==> src/rtl/vga_bitmap_scanner.sv <==
`default_nettype none
// ============================================================================
//  Module   : vga_bitmap_scanner
//  Purpose  : VGA timing generator and 1-bpp bitmap scanner. Walks the raster,
//             fetches 32-bit bitmap words (MSB = leftmost pixel) through the
//             data memory's video read port and drives sync plus RRRGGGBB
//             colour. Each bitmap pixel covers SCALE x SCALE screen pixels.
//  Ports    : CLK          pixel clock
//             RST          synchronous active-high reset
//             Rdv[31:0]    memory word, valid one cycle after av
//             fg_color[7:0] colour for bitmap bit = 1
//             bg_color[7:0] colour for bit = 0 and visible area off-bitmap
//             av[31:0]     word index into the bitmap (not a byte address)
//             hsync/vsync  active-low syncs
//             rgb[7:0]     pixel colour, 0 outside the visible area
//             active       rgb is a visible pixel
//             frame_start  one-cycle pulse with pixel (0,0)
//  Options  : VGA_SCAN_BORDER_EN - when defined, the outermost visible rows
//             and columns are painted fg_color regardless of the bitmap.
//  Revision : 1.0  initial release
// ============================================================================
module vga_bitmap_scanner #(
  parameter int H_VISIBLE = 640,
  parameter int H_FP      = 16,
  parameter int H_SYNC    = 96,
  parameter int H_BP      = 48,
  parameter int V_VISIBLE = 480,
  parameter int V_FP      = 10,
  parameter int V_SYNC    = 2,
  parameter int V_BP      = 33,
  parameter int BMP_W     = 64,
  parameter int BMP_H     = 32,
  parameter int SCALE     = 10
) (
  input  logic        CLK,
  input  logic        RST,
  input  logic [31:0] Rdv,
  input  logic [7:0]  fg_color,
  input  logic [7:0]  bg_color,
  output logic [31:0] av,
  output logic        hsync,
  output logic        vsync,
  output logic [7:0]  rgb,
  output logic        active,
  output logic        frame_start
);

  // --------------------------------------------------------------------------
  // Derived geometry
  // --------------------------------------------------------------------------
  localparam int H_TOTAL       = H_VISIBLE + H_FP + H_SYNC + H_BP;
  localparam int V_TOTAL       = V_VISIBLE + V_FP + V_SYNC + V_BP;
  localparam int HW            = $clog2(H_TOTAL);
  localparam int VW            = $clog2(V_TOTAL);
  localparam int SW            = (SCALE > 1) ? $clog2(SCALE) : 1;
  localparam int BXW_RAW       = $clog2((H_TOTAL - 1) / SCALE + 1);
  localparam int BXW           = (BXW_RAW < 5) ? 5 : BXW_RAW;
  localparam int BYW_RAW       = $clog2((V_TOTAL - 1) / SCALE + 1);
  localparam int BYW           = (BYW_RAW < 1) ? 1 : BYW_RAW;
  localparam int WORDS_PER_ROW = BMP_W / 32;

  localparam logic [HW-1:0] H_LAST    = HW'(H_TOTAL - 1);
  localparam logic [HW-1:0] H_VIS_END = HW'(H_VISIBLE);
  localparam logic [HW-1:0] HS_FIRST  = HW'(H_VISIBLE + H_FP);
  localparam logic [HW-1:0] HS_LAST   = HW'(H_VISIBLE + H_FP + H_SYNC - 1);
  localparam logic [HW-1:0] H_BMP_END = HW'(BMP_W * SCALE);
  localparam logic [VW-1:0] V_LAST    = VW'(V_TOTAL - 1);
  localparam logic [VW-1:0] V_VIS_END = VW'(V_VISIBLE);
  localparam logic [VW-1:0] VS_FIRST  = VW'(V_VISIBLE + V_FP);
  localparam logic [VW-1:0] VS_LAST   = VW'(V_VISIBLE + V_FP + V_SYNC - 1);
  localparam logic [VW-1:0] V_BMP_END = VW'(BMP_H * SCALE);
  localparam logic [SW-1:0] SUB_LAST  = SW'(SCALE - 1);

`ifdef VGA_SCAN_BORDER_EN
  localparam logic [HW-1:0] H_VIS_LAST = HW'(H_VISIBLE - 1);
  localparam logic [VW-1:0] V_VIS_LAST = VW'(V_VISIBLE - 1);
`endif

  // --------------------------------------------------------------------------
  // Raster counters with prescaled bitmap coordinates
  // --------------------------------------------------------------------------
  logic [HW-1:0]  hcount_q, hcount_d;
  logic [VW-1:0]  vcount_q, vcount_d;
  logic [SW-1:0]  hsub_q, hsub_d;
  logic [SW-1:0]  vsub_q, vsub_d;
  logic [BXW-1:0] bx_q, bx_d;
  logic [BYW-1:0] by_q, by_d;

  logic h_wrap, v_wrap;

  // bx/by advance once per SCALE pixels/lines, so they equal hcount/SCALE
  // and vcount/SCALE without any division hardware.
  always_comb begin
    h_wrap   = (hcount_q == H_LAST);
    v_wrap   = (vcount_q == V_LAST);
    hcount_d = hcount_q + HW'(1);
    hsub_d   = hsub_q + SW'(1);
    bx_d     = bx_q;
    vcount_d = vcount_q;
    vsub_d   = vsub_q;
    by_d     = by_q;

    if (h_wrap) begin
      hcount_d = '0;
      hsub_d   = '0;
      bx_d     = '0;
    end else if (hsub_q == SUB_LAST) begin
      hsub_d = '0;
      bx_d   = bx_q + BXW'(1);
    end

    if (h_wrap) begin
      if (v_wrap) begin
        vcount_d = '0;
        vsub_d   = '0;
        by_d     = '0;
      end else begin
        vcount_d = vcount_q + VW'(1);
        if (vsub_q == SUB_LAST) begin
          vsub_d = '0;
          by_d   = by_q + BYW'(1);
        end else begin
          vsub_d = vsub_q + SW'(1);
        end
      end
    end
  end

  always_ff @(posedge CLK) begin
    if (RST) begin
      hcount_q <= '0;
      vcount_q <= '0;
      hsub_q   <= '0;
      vsub_q   <= '0;
      bx_q     <= '0;
      by_q     <= '0;
    end else begin
      hcount_q <= hcount_d;
      vcount_q <= vcount_d;
      hsub_q   <= hsub_d;
      vsub_q   <= vsub_d;
      bx_q     <= bx_d;
      by_q     <= by_d;
    end
  end

  // --------------------------------------------------------------------------
  // Pixel classification for the current counter state
  // --------------------------------------------------------------------------
  logic        w_vis, w_in_bmp, w_hs_n, w_vs_n, w_fs;
  logic [4:0]  w_bit;
  logic [31:0] w_av;

  always_comb begin
    w_vis    = (hcount_q < H_VIS_END) && (vcount_q < V_VIS_END);
    w_in_bmp = (hcount_q < H_BMP_END) && (vcount_q < V_BMP_END);
    w_hs_n   = !((hcount_q >= HS_FIRST) && (hcount_q <= HS_LAST));
    w_vs_n   = !((vcount_q >= VS_FIRST) && (vcount_q <= VS_LAST));
    w_fs     = (hcount_q == '0) && (vcount_q == '0);
    // 31 - (bx % 32) is the bitwise inverse of the low five bits.
    w_bit    = ~bx_q[4:0];
    // Off-bitmap pixels hold av at 0 so memory is never scanned outside it.
    w_av     = '0;
    if (w_in_bmp) begin
      w_av = 32'(by_q) * 32'(WORDS_PER_ROW) + (32'(bx_q) >> 5);
    end
  end

`ifdef VGA_SCAN_BORDER_EN
  logic w_border;
  always_comb begin
    w_border = (hcount_q == '0) || (hcount_q == H_VIS_LAST) ||
               (vcount_q == '0) || (vcount_q == V_VIS_LAST);
  end
`endif

  // --------------------------------------------------------------------------
  // S1: address register plus delayed flags
  // S2: memory answers on Rdv; flags follow
  // --------------------------------------------------------------------------
  logic [31:0] av_q;
  logic        s1_vis_q, s1_in_bmp_q, s1_hs_q, s1_vs_q, s1_fs_q;
  logic [4:0]  s1_bit_q;
  logic        s2_vis_q, s2_in_bmp_q, s2_hs_q, s2_vs_q, s2_fs_q;
  logic [4:0]  s2_bit_q;
`ifdef VGA_SCAN_BORDER_EN
  logic        s1_border_q, s2_border_q;
`endif

  // Sync flags reset to 1 (inactive) so the outputs read high through reset.
  always_ff @(posedge CLK) begin
    if (RST) begin
      av_q        <= '0;
      s1_vis_q    <= 1'b0;
      s1_in_bmp_q <= 1'b0;
      s1_hs_q     <= 1'b1;
      s1_vs_q     <= 1'b1;
      s1_fs_q     <= 1'b0;
      s1_bit_q    <= '0;
      s2_vis_q    <= 1'b0;
      s2_in_bmp_q <= 1'b0;
      s2_hs_q     <= 1'b1;
      s2_vs_q     <= 1'b1;
      s2_fs_q     <= 1'b0;
      s2_bit_q    <= '0;
    end else begin
      av_q        <= w_av;
      s1_vis_q    <= w_vis;
      s1_in_bmp_q <= w_in_bmp;
      s1_hs_q     <= w_hs_n;
      s1_vs_q     <= w_vs_n;
      s1_fs_q     <= w_fs;
      s1_bit_q    <= w_bit;
      s2_vis_q    <= s1_vis_q;
      s2_in_bmp_q <= s1_in_bmp_q;
      s2_hs_q     <= s1_hs_q;
      s2_vs_q     <= s1_vs_q;
      s2_fs_q     <= s1_fs_q;
      s2_bit_q    <= s1_bit_q;
    end
  end

`ifdef VGA_SCAN_BORDER_EN
  always_ff @(posedge CLK) begin
    if (RST) begin
      s1_border_q <= 1'b0;
      s2_border_q <= 1'b0;
    end else begin
      s1_border_q <= w_border;
      s2_border_q <= s1_border_q;
    end
  end
`endif

  // --------------------------------------------------------------------------
  // S3: colour select and output registers
  // --------------------------------------------------------------------------
  logic [7:0] rgb_q, rgb_d;
  logic       active_q, hsync_q, vsync_q, fs_q;
  logic       w_pix_border;

`ifdef VGA_SCAN_BORDER_EN
  assign w_pix_border = s2_border_q;
`else
  assign w_pix_border = 1'b0;
`endif

  always_comb begin
    rgb_d = '0;
    if (s2_vis_q) begin
      if (w_pix_border) begin
        rgb_d = fg_color;
      end else if (s2_in_bmp_q) begin
        rgb_d = Rdv[s2_bit_q] ? fg_color : bg_color;
      end else begin
        rgb_d = bg_color;
      end
    end
  end

  always_ff @(posedge CLK) begin
    if (RST) begin
      rgb_q    <= '0;
      active_q <= 1'b0;
      hsync_q  <= 1'b1;
      vsync_q  <= 1'b1;
      fs_q     <= 1'b0;
    end else begin
      rgb_q    <= rgb_d;
      active_q <= s2_vis_q;
      hsync_q  <= s2_hs_q;
      vsync_q  <= s2_vs_q;
      fs_q     <= s2_fs_q;
    end
  end

  assign av          = av_q;
  assign rgb         = rgb_q;
  assign active      = active_q;
  assign hsync       = hsync_q;
  assign vsync       = vsync_q;
  assign frame_start = fs_q;

endmodule
`default_nettype wire
==> config.mk <==
export PLATFORM = sky130hd
export DESIGN_NAME = vga_bitmap_scanner
export DESIGN_NICKNAME = d
export VERILOG_FILES = /design/src/rtl/vga_bitmap_scanner.sv
export SDC_FILE = /design/constraint.sdc
export NUM_CORES = 1
export LEC_CHECK = 0
export BUFFER_PORTS_ARGS = -buffer_cell sky130_fd_sc_hd__buf_2
export CORE_MARGIN = 1
export CORE_UTILIZATION = 45
export DETAILED_ROUTE_END_ITERATION = 6
export PLACE_DENSITY = 0.76
export SLEW_MARGIN = 20
export SYNTH_ARGS = -nofsm -noshare
export SYNTH_HDL_FRONTEND = slang
export SYNTH_SLANG_ARGS = --single-unit
export TNS_END_PERCENT = 1
==> constraint.sdc <==
create_clock -name CLK -period 3.3 [get_ports CLK]
set_input_delay 0.99 -clock CLK [delete_from_list [all_inputs] [get_ports CLK]]
set_output_delay 0.99 -clock CLK [all_outputs]
set_load 0.02 [all_outputs]
==> results of run 1 <==
## path summary, 6_finish.rpt
path | start | to | slack, ns
hold reg to reg | s1_hs_q | s2_hs_q | 0.41
setup reg to reg | hcount_q[0] | vsub_q[3] | 1.04
hold / removal | s1_hs_q | s2_hs_q | 0.41
setup / recovery | hcount_q[0] | vsub_q[3] | 1.04
## per-stage QoR
stage	hold WS (ns)	power, mW
final	0.415	1.87
after CTS	0.417	1.89
after detailed placement	0.396	1.18
after global placement	0.393	1.17
after floorplan	0.389	1.16
after global routing	0.439	1.95
## layout by cell type (no fill, tap or decap), types with 3 or more instances in the layout
cell / synthesis / layout
clkbuf_8: 0 / 9
nand3_1: 10 / 10
conb_1: 1 / 24
and2_1: 6 / 6
nor2_1: 55 / 55
or3_1: 4 / 4
mux4_2: 5 / 5
nand2_1: 32 / 32
nor4_1: 3 / 3
nor2b_1: 11 / 11
and3_1: 5 / 5
inv_1: 11 / 11
or2_2: 5 / 5
mux2_2: 5 / 5
a21oi_1: 7 / 7
mux2i_1: 11 / 11
nor3_1: 8 / 8
ha_1: 12 / 12
o21ai_0: 6 / 6
buf_2: 3 / 69
nand2b_1: 3 / 3
xor2_1: 22 / 22
dfxtp_1: 81 / 81
nand4_1: 10 / 10
xnor2_1: 8 / 8
## logic make-up (layout without fill, tap and decap cells)
family                     Yosys count  in the layout  share of synthesized area
AOI/OAI and AO/OA                   24             24                     0.0467
DFF                                 81             81                      0.445
adders and majority gates           12             12                     0.0412
and+or+nand+nor                    168            168                      0.237
xor gates and xnor gates            30             30                     0.0721
muxes                               21             21                     0.0765
other                                1             24                    0.00103
buffers and inverters               51             96                     0.0803
## power by group through the flow
stage | Sequential, mW | Clock [mW] | Combinational, mW
finish | 1.01 | 0.718 | 0.141
global route | 1.02 | 0.780 | 0.156
CTS | 1.01 | 0.737 | 0.143
detailed placement | 1.04 | 0 | 0.142
global placement | 1.04 | 0 | 0.138
floorplan | 1.04 | 0 | 0.120
## final cells by class
| class | instances | area [um^2] | area share |
|---|---|---|---|
| Sequential cell | 81 | 1620 | 0.390 |
| Timing Repair Buffer | 69 | 345 | 0.0831 |
| Inverter | 11 | 41.3 | 0.00994 |
| Tap cell | 102 | 128 | 0.0307 |
| Clock buffer | 9 | 124 | 0.0298 |
| Multi-Input combinational cell | 279 | 1820 | 0.438 |
| Clock inverter | 7 | 76.3 | 0.0184 |
## per-layer routing
layer	track usage	wire length (um)	up-vias
met1	0.174	2710	1273
met2	0.302	3270	80
met4	0.0742	91	0
li1	-	-	1385
met5	0	0	-
met3	0.0340	376	10
## sequential cells by signal (all words and copies together), names as in the netlist, 4 cells and up
register / cells
av: 8
bx_q: 7
by_q: 6
hcount_q: 10
hsub_q: 4
rgb: 8
s1_bit_q: 5
s2_bit_q: 5
vcount_q: 10
vsub_q: 4
## synthesized netlist by cell type, drive strengths merged
master   count  share of area
and3         5         0.0086
buf         28          0.057
mux2         5          0.015
nor2        55          0.057
nor2b       11          0.019
and3b        1         0.0024
o22ai        2         0.0034
conb         1         0.0010
nand3b       1         0.0021
or2          5         0.0086
o21ai        6         0.0082
nand2b       3         0.0051
nor3b        1         0.0021
o2111ai      1         0.0041
nor4bb       1         0.0027
o31ai        1         0.0058
nand2       33          0.036
or3          4         0.0069
o221ai       1         0.0024
and2         6          0.010
nand4b       1         0.0024
and4         2         0.0048
dfxtp       81           0.44
a22oi        2         0.0041
mux2i       11          0.030
a2111oi      1         0.0024
or4          2         0.0041
nor3         8          0.011
clkbuf      12          0.012
mux4         5          0.031
a21oi        8          0.012
xor2        22          0.053
nor4         4          0.011
ha          12          0.041
nand4       10          0.017
inv         11          0.011
nor4b        1         0.0024
a21o         2         0.0041
and2b        2         0.0041
xnor2        8          0.019
nand3       11          0.016
or4b         1         0.0038
## worst max-delay path, delay by kind of cell (launching register included)
family          cells  cell delay (ns)
simple gates        3             1.44
compound gates      1             0.14
flops               1             0.39
fa+ha+maj           1             0.21
==> flow_summary.ini, run 1 <==
[placed_design]
post-place-ws_ns = 0.679
dp_hpwl_um = 4760
globalplace.congestion = 0.802
dp.cells = 542
io_buffers = 69
placed_area_um2 = 3950

[drt]
drtIter0Drc = 88
wl_per_cell_um = 11.6
vias_per_cell = 4.92
drcViolationCount = 0
wl_um = 6450
ant_nets = 0
detail_route.first_pass.iterations = 4
vias = 2748

[pwr]
powerDensity_nw_per_um2 = 451
clockPowerShare = 0.383
irDropWorstVdd_v = 0.000194
seqPwrFrac = 0.541
swShare = 0.245
internal_power_mw = 1.42
combPwrFrac = 0.075
power.leakage_nw = 1.82
p_switching_mw = 0.459

[job]
maxCapViolCount = 0

[die]
start_util = 0.469
dieWidth_um = 92.0
dieArea_um2 = 8470
coreArea_um2 = 7770
die_h_um = 92.0
rows = 32
ios = 94

[setup_path]
cpMostUsedCell = or4_1
reg2reg_depth = 5
cp.arrival_ns = 2.53
path_max_fanout = 12
crit_path_cell_trace = ha_1, nand3_2, or4_1, or4_1, a21oi_1
worstPathRequired_ns = 3.58
end_kind = flip-flop
critPathLaunchType = flip-flop
slowest_stage = or4_1
slowest_delay_ns = 0.71
criticalPathCategory = flip-flop to flip-flop

[sta]
min_period_over_period = 0.684
drv_slew = 0
fin_ws_ns = 1.04
grt_setup_unrepaired = false
final.setup.tns_ns = 0
fin_crit_ns = 2.26
hold_viol_final = 0
fmax_mhz = 443
slew_headroom = 0.357
skew_ns = 0.0116
worst-slew-pin-transition_ns = 0.962
final-setup-viol-count = 0

[outcome]
status = complete, no violations

[cells_and_area]
fillCellCount = 703
final_area_um2 = 4150
synthToLayoutAreaGrowth_pct = 13.9
fin_util = 0.535
antennaDiodeCount = 0
fin_cells = 558
num-nets-final = 513
layout-drive-gt1-share = 0.235

[cts]
cts_buffers = 9
clock_sinks = 81
clk_pin_slew_ns = 0.08
holdBufCountCts = 0
cts_setup_buffers = 0
insertion_delay_ns = 0.35
cts_htree_levels = 3
ctsResizeCount = 0
clk_path_buf_depth = 2
cts-root-buf = clkbuf_8
cts_tree = done

[yosys]
ys_ff_latch = 81
synth_area_um2 = 3650
syn_area_per_cell_um2 = 9.40
syn-instance-count = 388
yosysSeqAreaShare = 0.445
yosysWarningCount = 0
yosys.cell_types.count = 48

[min_path]
hold_depth = 1
hp-class = flip-flop to flip-flop

[global_routing]
grt_usage = 0.162
grt_pass1_vias = 2608
grt_pass1_wl_um = 10900
grt_start_max_net_pins = 37
antenna_found_initial = 0
grt_remaining_overflow = 0
Power figures use the tool's default switching activity.
==> run 2: changes to the inputs <==
clock period = 2.2 ns   (was 3.3 ns; I/O delays follow)
==> run 2 against run 1 <==
Clock power up 69%; via count up 0.91%; sequential cell count unchanged; final cell count up 2.5%; maximum frequency up 8.9%; clock skew down 0.00074 ns; die area unchanged; first-iteration DRC count down 22%; total power up 58%; routed wire length up 3.3%; sequential power up 50%.
==> flow_summary.ini, run 2 (same netlist as run 1, synthesis figures left out) <==
[outcome]
status = complete, no violations

[setup_path]
worstPathRequired_ns = 2.44
critPathLaunchType = flip-flop
slowest_stage = or4b_4
slowest_delay_ns = 0.50
cp.arrival_ns = 2.31
worstPathBufferInverterCount = 2
path_max_fanout = 6
criticalPathCategory = flip-flop to flip-flop
crit_path_cell_trace = inv_1, ha_1, or4b_4, o31ai_4, buf_4, and2b_1, o21ai_0, a21oi_1
critPathTopFamily = simple AND/OR/NAND/NOR gates
end_kind = flip-flop

[sta]
drv_slew = 0
fmax_mhz = 483
final.setup.tns_ns = 0
hold_viol_final = 0
worst-slew-pin-transition_ns = 0.957
slew_headroom = 0.361
final-setup-viol-count = 0
grt_setup_unrepaired = false
fin_ws_ns = 0.129
min_period_over_period = 0.941
fin_crit_ns = 2.07
skew_ns = 0.0109

[drt]
drtIter0Drc = 69
vias = 2773
wl_um = 6660
detail_route.first_pass.iterations = 4
vias_per_cell = 4.85
wl_per_cell_um = 11.6
drcViolationCount = 0
ant_nets = 0

[die]
rows = 32
dieWidth_um = 92.0
dieArea_um2 = 8470
start_util = 0.469
die_h_um = 92.0
ios = 94
coreArea_um2 = 7770

[global_routing]
grt_remaining_overflow = 0
grt_pass1_vias = 2641
grt_start_max_net_pins = 22
antenna_found_initial = 0
grt_usage = 0.166
grt_pass1_wl_um = 11100

[cells_and_area]
layout-drive-gt1-share = 0.257
most-common-layout-cells = dfxtp_1 (81), buf_2 (69), nor2_1 (55)
antennaDiodeCount = 0
reg.largest.list = hcount_q (10), vcount_q (10)
synthToLayoutAreaGrowth_pct = 17.9
num-nets-final = 527
final_area_um2 = 4300
final_common_cell = dfxtp_1
fin_cells = 572
fin_util = 0.554

[placed_design]
io_buffers = 69
post-place-ws_ns = 0.0876
globalplace.congestion = 0.768
dp.cells = 556
placed_area_um2 = 4070
dp_hpwl_um = 5030

[cts]
clock_sinks = 81
clk_pin_slew_ns = 0.08
cts_htree_levels = 3
cts_tree = done
holdBufCountCts = 0
cts-root-buf = clkbuf_8
cts_setup_buffers = 0
ctsResizeCount = 0
insertion_delay_ns = 0.35
cts_buffers = 9
clk_path_buf_depth = 2

[pwr]
irDropWorstVdd_v = 0.000253
powerDensity_nw_per_um2 = 687
power.leakage_nw = 1.92

[min_path]
hp-class = flip-flop to flip-flop

[job]
maxCapViolCount = 0
run 2: changes by cell type in the layout (fill, tap and decap cells not counted), sizes merged:
cell | before | now
clkbuf | 9 | 10
clkinvlp | 2 | 0
clkinv | 2 | 4
buf | 69 | 83
inv | 13 | 11
bufinv | 1 | 2
run 2: final timing paths:
kind	cells after the start	startpoint	slack, ns	endpoint
max	8	vcount_q[0]	0.13	vsub_q[3]
min	1	s1_hs_q	0.41	s2_hs_q
max reg2reg	8	vcount_q[0]	0.13	vsub_q[3]
min reg2reg	1	s1_hs_q	0.41	s2_hs_q
run 2: cell type report:
class / count / area, um^2
flip-flops and latches: 81 / 1620
repair buffers: 83 / 463
multi-input cells: 279 / 1820
inverters: 11 / 41.3
well taps: 102 / 128
clock buffers: 10 / 138
fillers: 688 / 3470
clock inverters: 6 / 91.3
run 2: through the flow:
step                      total power, mW  hold WS, ns
after floorplan                      1.73        0.389
after global placement               1.77        0.394
after detailed placement             1.78        0.393
after CTS                            2.99        0.413
after global routing                 3.08        0.429
final                                2.95        0.410
run 2: power by group:
part | internal (mW) | total, mW | switching (mW)
Clock | 0.673 | 1.21 | 0.536
Sequential | 1.50 | 1.52 | 0.0239
Combinational | 0.102 | 0.221 | 0.119
run 2: routing by layer:
layer	vias to the layer above	routed length (um)	track usage
met5	-	0	0
met4	0	85	0.0664
li1	1409	-	-
met1	1268	2770	0.178
met3	11	419	0.0473
met2	85	3390	0.303
==> run 3: changes to the inputs <==
PLACE_DENSITY = 0.78   (was 0.76)
clock period = 1.8 ns   (was 2.2 ns; I/O delays follow)
==> run 3 against run 2 <==
Combinational power is 42% higher; largest power group unchanged; the run now ends with setup timing left; first-iteration DRC count grew 87%; utilization grew 2.2 points; die area stayed put.
==> flow_summary.ini, run 3 (same netlist as run 1, synthesis figures left out) <==
[die]
dieWidth_um = 92.0
start_util = 0.469
coreArea_um2 = 7770
dieArea_um2 = 8470
ios = 94
rows = 32
die_h_um = 92.0

[placed_design]
io_buffers = 69
dp_hpwl_um = 5420
placed_area_um2 = 4240
globalplace.congestion = 0.790
post-place-ws_ns = -0.389
dp.cells = 576

[sta]
final-setup-viol-count = 10
fin_crit_ns = 1.92
grt_setup_unrepaired = true
hold_ws_ns = 0.408
fmax_mhz = 521
hold_viol_final = 0
final.setup.tns_ns = -0.527
fin_ws_ns = -0.120
drv_slew = 0
min_period_over_period = 1.07
skew_ns = 0.0127

[pwr]
irDropWorstVdd_v = 0.000361
powerDensity_nw_per_um2 = 756
power_mw = 3.38
power.leakage_nw = 2.00

[global_routing]
antenna_found_initial = 0
grt_remaining_overflow = 0
grt_usage = 0.179
grt_pass1_wl_um = 12000
grt_start_max_net_pins = 29
grt_pass1_vias = 2820

[cells_and_area]
layout-drive-gt1-share = 0.314
num-nets-final = 547
fillCellCount = 677
reg.largest.list = hcount_q (10), vcount_q (10)
most-common-layout-cells = dfxtp_1 (76), buf_2 (69), nor2_1 (55)
fin_cells = 592
fin_util = 0.575
synthToLayoutAreaGrowth_pct = 22.6
final_area_um2 = 4470
final_common_cell = dfxtp_1
antennaDiodeCount = 0

[drt]
vias_per_cell = 4.88
drtIter0Drc = 129
drcViolationCount = 0
vias = 2887
wl_per_cell_um = 12.1
ant_nets = 0
detail_route.first_pass.iterations = 4
wl_um = 7180

[cts]
clock_sinks = 81
cts-root-buf = clkbuf_8
cts_htree_levels = 3
cts_tree = done
clk_path_buf_depth = 2
insertion_delay_ns = 0.37
clk_pin_slew_ns = 0.09
cts_setup_buffers = 0
cts_buffers = 9

[setup_path]
critPathLaunchType = flip-flop
criticalPathCategory = flip-flop to flip-flop
cp.arrival_ns = 2.19
end_kind = flip-flop
path_max_fanout = 4
worstPathRequired_ns = 2.07
reg2reg_depth = 8

[outcome]
violations = setup timing
status = complete, but fails checks

[min_path]
hold_depth = 3
hp-class = input pin to flip-flop

[job]
maxCapViolCount = 0
## run 3: changes by cell type in the layout (fill, tap and decap cells not counted), moves of 2 or more
cell        change
dfxtp_1         -5
dfxtp_2         +4
buf_4          +19
inv_6           +3
clkinvlp_4      +3
clkinv_4        -3
bufinv_16       -2
## run 3: what timing repair did
action,4_1_cts,5_1_grt
cloned,0,0
resized for setup,9,5
pin swaps,2,2
hold buffers,0,0
setup endpoints to repair,18,19
## run 3: path summary, 6_finish.rpt
check	start	to	slack, ns
setup reg to reg	vcount_q[0]	by_q[3]	-0.12
hold reg to reg	s2_vs_q	vsync	0.41
setup / recovery	vcount_q[0]	by_q[3]	-0.12
hold / removal	bg_color[6]	rgb[6]	0.41
## run 3: where the power goes
part	internal, mW	switching [mW]
Combinational	0.146	0.168
Sequential	1.83	0.0238
Clock	0.511	0.698
## run 3: cell type report
type | count | area, um^2 | share of cell area
flip-flops and latches | 81 | 1630 | 0.365
clock buffers | 9 | 124 | 0.0277
well taps | 102 | 128 | 0.0286
repair buffers | 103 | 626 | 0.140
multi-input cells | 279 | 1870 | 0.418
clock inverters | 7 | 53.8 | 0.0120
inverters | 11 | 41.3 | 0.00924
## run 3: worst max-delay path: stages (launching register included)
cell and delay [ns]:
dfxtp_2 0.33, inv_1 0.05, ha_1 0.13, or4b_4 0.50
o31ai_4 0.29, buf_4 0.19, nand4_1 0.12, xor2_1 0.17
nor2_1 0.05
## run 3: layer usage
metal	track usage	share of wire	vias to the layer above	wire, um
li1	-	-	1453	-
met5	0	0	-	0
met2	0.325	0.51	101	3650
met1	0.200	0.41	1320	2960
met3	0.0323	0.058	13	415
met4	0.0924	0.020	0	144
